<file path="src/rtl/wb_port_arbiter.sv">
// wb_port_arbiter: merges two write-back requesters (ALU, memory) into one register-file
// write port, with per-register pending-write counts for hazard queries.
// Revision 1.0
`default_nettype none

module wb_port_arbiter #(
  parameter int WORD_SIZE    = 32,
  parameter int ADDRESS_SIZE = 4
) (
  input  logic                    clk,
  input  logic                    rst,
  input  logic                    in0_valid,
  output logic                    in0_ready,
  input  logic [ADDRESS_SIZE-1:0] in0_dest,
  input  logic [WORD_SIZE-1:0]    in0_data,
  input  logic                    in1_valid,
  output logic                    in1_ready,
  input  logic [ADDRESS_SIZE-1:0] in1_dest,
  input  logic [WORD_SIZE-1:0]    in1_data,
  input  logic [ADDRESS_SIZE-1:0] hz_src1,
  input  logic [ADDRESS_SIZE-1:0] hz_src2,
  output logic                    hz_src1_busy,
  output logic                    hz_src2_busy,
  output logic                    wb_en,
  output logic [ADDRESS_SIZE-1:0] wb_dest,
  output logic [WORD_SIZE-1:0]    wb_data,
  output logic                    grant_id,
  output logic                    drop_err,
  output logic                    idle
);

  localparam int                      NUM_REGS  = 2 ** ADDRESS_SIZE;
  localparam logic [ADDRESS_SIZE-1:0] DROP_DEST = '1;

  // Register 0 and the drop address never carry a pending write.
  function automatic logic tracked(input logic [ADDRESS_SIZE-1:0] a);
    return (a != '0) && (a != DROP_DEST);
  endfunction

  logic                    full0_q, full0_d, full1_q, full1_d;
  logic [ADDRESS_SIZE-1:0] dest0_q, dest0_d, dest1_q, dest1_d;
  logic [WORD_SIZE-1:0]    data0_q, data0_d, data1_q, data1_d;
  logic                    last_q, last_d;
  logic                    wb_en_q, wb_en_d;
  logic [ADDRESS_SIZE-1:0] wb_dest_q, wb_dest_d;
  logic [WORD_SIZE-1:0]    wb_data_q, wb_data_d;
  logic                    grant_id_q, grant_id_d;
  logic                    drop_err_q, drop_err_d;
  logic [1:0]              cnt_q   [NUM_REGS];
  logic [1:0]              cnt_d   [NUM_REGS];
  logic [3:0]              cnt_sum [NUM_REGS];

  logic                    grant0, grant1, any_grant;
  logic                    acc0, acc1, inc0, inc1, dec, win_drop;
  logic [ADDRESS_SIZE-1:0] win_dest;
  logic [WORD_SIZE-1:0]    win_data;

  // last_q holds the most recent winner; the other source takes a tie.
  assign grant0    = full0_q & (~full1_q | last_q);
  assign grant1    = full1_q & (~full0_q | ~last_q);
  assign any_grant = grant0 | grant1;
  assign win_dest  = grant1 ? dest1_q : dest0_q;
  assign win_data  = grant1 ? data1_q : data0_q;
  assign win_drop  = (win_dest == DROP_DEST);

  assign in0_ready = ~full0_q | grant0;
  assign in1_ready = ~full1_q | grant1;
  assign acc0      = in0_valid & in0_ready;
  assign acc1      = in1_valid & in1_ready;
  assign inc0      = acc0 & tracked(in0_dest);
  assign inc1      = acc1 & tracked(in1_dest);
  assign dec       = any_grant & tracked(win_dest);

  always_comb begin
    full0_d = full0_q;
    dest0_d = dest0_q;
    data0_d = data0_q;
    full1_d = full1_q;
    dest1_d = dest1_q;
    data1_d = data1_q;
    if (acc0) begin
      full0_d = 1'b1;
      dest0_d = in0_dest;
      data0_d = in0_data;
    end else if (grant0) begin
      full0_d = 1'b0;
    end
    if (acc1) begin
      full1_d = 1'b1;
      dest1_d = in1_dest;
      data1_d = in1_data;
    end else if (grant1) begin
      full1_d = 1'b0;
    end
  end

  // A dropped entry still advances the pointer but leaves the write port untouched.
  always_comb begin
    last_d     = any_grant ? grant1 : last_q;
    wb_en_d    = any_grant & ~win_drop;
    drop_err_d = any_grant & win_drop;
    wb_dest_d  = wb_dest_q;
    wb_data_d  = wb_data_q;
    grant_id_d = grant_id_q;
    if (any_grant && !win_drop) begin
      wb_dest_d  = win_dest;
      wb_data_d  = win_data;
      grant_id_d = grant1;
    end
  end

  always_comb begin
    for (int r = 0; r < NUM_REGS; r++) begin
      cnt_sum[r] = {2'b00, cnt_q[r]};
      if (inc0 && in0_dest == ADDRESS_SIZE'(r)) cnt_sum[r] = cnt_sum[r] + 4'd1;
      if (inc1 && in1_dest == ADDRESS_SIZE'(r)) cnt_sum[r] = cnt_sum[r] + 4'd1;
      if (dec && win_dest == ADDRESS_SIZE'(r))  cnt_sum[r] = cnt_sum[r] - 4'd1;
      cnt_d[r] = cnt_sum[r][1:0];
    end
  end

  always_ff @(posedge clk or posedge rst) begin
    if (rst) begin
      full0_q    <= 1'b0;
      dest0_q    <= '0;
      data0_q    <= '0;
      full1_q    <= 1'b0;
      dest1_q    <= '0;
      data1_q    <= '0;
      last_q     <= 1'b1;
      wb_en_q    <= 1'b0;
      wb_dest_q  <= '0;
      wb_data_q  <= '0;
      grant_id_q <= 1'b0;
      drop_err_q <= 1'b0;
      for (int r = 0; r < NUM_REGS; r++) cnt_q[r] <= 2'b00;
    end else begin
      full0_q    <= full0_d;
      dest0_q    <= dest0_d;
      data0_q    <= data0_d;
      full1_q    <= full1_d;
      dest1_q    <= dest1_d;
      data1_q    <= data1_d;
      last_q     <= last_d;
      wb_en_q    <= wb_en_d;
      wb_dest_q  <= wb_dest_d;
      wb_data_q  <= wb_data_d;
      grant_id_q <= grant_id_d;
      drop_err_q <= drop_err_d;
      for (int r = 0; r < NUM_REGS; r++) cnt_q[r] <= cnt_d[r];
    end
  end

  // Only two buffers exist, so a count above 2 or a wrap below 0 is a logic error.
  always_ff @(posedge clk) begin
    if (!rst) begin
      for (int r = 0; r < NUM_REGS; r++) assert (cnt_sum[r] <= 4'd2);
    end
  end

  assign hz_src1_busy = (cnt_q[hz_src1] != 2'b00);
  assign hz_src2_busy = (cnt_q[hz_src2] != 2'b00);
  assign wb_en        = wb_en_q;
  assign wb_dest      = wb_dest_q;
  assign wb_data      = wb_data_q;
  assign grant_id     = grant_id_q;
  assign drop_err     = drop_err_q;
  assign idle         = ~full0_q & ~full1_q & ~wb_en_q;

endmodule

`default_nettype wire

</file>
<file path="config.mk">
export PLATFORM = sky130hd
export DESIGN_NAME = wb_port_arbiter
export DESIGN_NICKNAME = d
export VERILOG_FILES = /design/src/rtl/wb_port_arbiter.sv
export SDC_FILE = /design/constraint.sdc
export NUM_CORES = 1
export LEC_CHECK = 0
export ABC_AREA = 1
export CORE_ASPECT_RATIO = 2
export CORE_MARGIN = 4
export CORE_UTILIZATION = 45
export CTS_CLUSTER_DIAMETER = 80
export DETAILED_ROUTE_END_ITERATION = 7
export PLACE_DENSITY = 0.73
export RECOVER_POWER = 50
export SLEW_MARGIN = 5
export SYNTH_ARGS = -nofsm -noshare
export SYNTH_HDL_FRONTEND = slang
export SYNTH_SLANG_ARGS = --single-unit
</file>
<file path="constraint.sdc">
create_clock -name clk -period 5.9 [get_ports clk]
set_input_delay 0.885 -clock clk [delete_from_list [all_inputs] [get_ports clk]]
set_output_delay 0.885 -clock clk [all_outputs]
set_load 0.005 [all_outputs]
</file>
==> out/qor.yml <==
violations: "capacitance limit, slew limit"
ys.flop_type: "dfrtp_1"
power_density_nw_per_um2: 464.6
num_antenna_cells: 0
cts_inserted_buffers: 17
setup_viol: 0
cts_root_buffer: "clkbuf_16"
clockBufferDepth: 2
cts_sinks: 146
clk_pin_slew_worst_paths_ns: 0.06
fp.dieW_um: 100.6
synth_area_um2: 7714
ys_types: 32
async_reset_ff_share_pct: 100.0
grtUsageTotal_pct: 22.40
hold_buffers: 0
hold_violations: 0
slew_viol_final: 83
reg2reg_from: "last_q$_DFFE_PP1P_"
cellLeakagePower_nw: 4.626
fin_crit_ns: 3.790
gp_congestion: 0.8635
holdCritStartpoint: "cnt_q[30]$_DFF_PP0_"
min_path_type: "reg2reg"
layout.cells.non_filler: 1321
drtAntennaViolNets: 0
routedWlPerCell_um: 15.74
cp.buffers_inverters: 2
cts_resized: 0
hold_end: "cnt_q[30]$_DFF_PP0_"
htree_levels: 4
cts_tree: "built"
maxCapViolations: 3
holdPathStages: 0
critPathMaxFanout: 60
tns_ns: 0
postCtsSetupBuffers: 0
vias: 6885
grt_pass1_vias: 6857
slowest_stage: "nand2_1"
vias_per_cell: 5.212
clk_latency_ns: 0.43
synth_xor_area_share_pct: 0.9084
synthAdderAreaFrac_pct: 0
crit_type: "reg2reg"
wl_mm: 20.80
io_pins: 128
mappedNetlistNets: 1072
synthSimpleGateAreaFrac_pct: 31.95
slowest_delay_ns: 1.20
whs_ns: 0.4288
synth_top_family_by_area: "simple AND/OR/NAND/NOR gates"
yosysWarningCount: 0
grt_max_degree: 61
drtPass1Iterations: 5
grt_first_pass_wirelength_mm: 33.58
skew_ns: 0.01134
crit_family: "simple AND/OR/NAND/NOR gates"
worst_ep_arrival_time_ns: 4.12
finalPower_w: 0.004452
drive_above_1_share_pct: 8.977
grt_overflow: 0
synth-compound-area-share_pct: 8.191
area_growth_pct: 24.22
initial_utilization_pct: 46.01
crit_chain: "nand2_4 > nand2_1 > nand2_1 > nand2_2 > nor2_4 > nand2_2 > nand2_4 > inv_2 > buf_4 > nor2_1 > a31oi_1"
worst_pin_slew_ns: 2.394
fin_crit_sh_pct: 64.24
ir_worst_vdd_uv: 314.3
r2r_cells: 11
crit_cells: 11
hpwl_mm: 14.97
nNetsFinal: 1186
dr.first_iter.drc_count: 330
synth_area_per_cell_um2: 7.807
core_um2: 16770
crit_path_start_kind: "flip-flop"
syn_inst: 988
worstReg2RegEnd: "wb_data[5]$_DFFE_PP0P_"
synth_mux_area_share_pct: 4.672
status: "finished with violations"
crit_path_end_kind: "flip-flop"
final_common_cell: "nand2_1"
die-area_um2: 19430
reg2reg_slack_ns: 2.11
seq_area_frac_synth_pct: 47.38
fmax_mhz: 263.9
antenna_found_initial: 0
drcViolationCount: 0
dp.cells: 1290
rows: 67
rsz0062_at_grt: "false"
port_buffers: 127
worstPathRequired_ns: 6.23
slew_headroom_pct: -59.62
synth_edf_count: 0
final_cell_mix: "nand2_1, dfrtp_1, clkdlybuf4s50_1, nand3_1, nor2_1"
die_h_um: 193.2
synth-seq-cells: 146
synthesized netlist by cell type (6+ instances only):
cell / count / area, µm²
nand3b_1: 7 / 52.55
nor3_1: 6 / 30.03
dfrtp_1: 145 / 3628
o21ai_0: 48 / 240.2
nand3_1: 102 / 510.5
nand2_2: 10 / 62.56
mux2_2: 32 / 360.4
nand4_1: 15 / 93.84
nand2_1: 333 / 1250
nor2_1: 99 / 371.6
inv_1: 84 / 315.3
a31oi_1: 15 / 93.84
a21oi_1: 6 / 30.03
clkbuf_1: 19 / 71.32
buf_2: 8 / 40.04
a31oi_2: 17 / 212.7
how the worst max path moves through the flow:
stage | slack, ns | startpoint | end
6_report | 2.11 | last_q$_DFFE_PP1P_ | wb_data[5]$_DFFE_PP0P_
5_1_grt | 1.71 | full0_q$_DFFE_PP0P_ | wb_data[29]$_DFFE_PP0P_
4_1_cts | 2.20 | hz_src1[0] | hz_src1_busy
3_5_place_dp | 2.20 | hz_src1[0] | hz_src1_busy
3_3_place_gp | 2.23 | hz_src1[0] | hz_src1_busy
2_1_floorplan | 1.09 | rst | cnt_q[0]$_DFF_PP0_
layout make-up:
cell class	count	area, µm²
Timing Repair Buffer	133	1310
Inverter	89	335.3
Fill cell	1583	7184
Sequential cell	146	3655
Clock buffer	25	475.5
Multi-Input combinational cell	715	3515
Tap cell	207	259.0
Clock inverter	6	32.53
stage by stage:
step                      utilization, %  setup WS, ns  area, µm²
after floorplan                        -         1.094       7714
after global placement             54.25         2.232       9096
after detailed placement           54.25         2.201       9096
after CTS                          57.28         2.204       9604
after global routing               57.15         1.711       9582
final                              57.15         2.110       9582
sequential cells by signal, indices dropped and copies added, names as in the netlist:
name	count
wb_dest	4
wb_data	32
dest0_q	4
cnt_q	32
wb_en	1
grant_id	1
data0_q	32
full0_q	1
full1_q	1
drop_err	1
data1_q	32
dest1_q	4
last_q	1
power by group:
group	total (W)	switching, W	internal [W]
Sequential	0.00166	0.000276	0.00139
Combinational	0.00183	0.00104	0.000794
Clock	0.000956	0.000402	0.000553
Total	0.00445	0.00172	0.00273
routing by layer:
layer	routed length (µm)	share of wire [%]	track usage [%]
met2	11540	56	41.95
met3	978	4.7	5.834
met1	7488	36	22.70
met4	786	3.8	10.07
met5	0	0	0
logic make-up (layout without fill, tap and decap cells):
kind of cell / after synthesis / count (layout)
simple gates: 581 / 581
flops: 146 / 146
buf+inv: 127 / 253
compound gates: 94 / 94
mux: 32 / 32
xor+xnor: 8 / 8
Note: power is estimated with default switching activity, not from simulation.
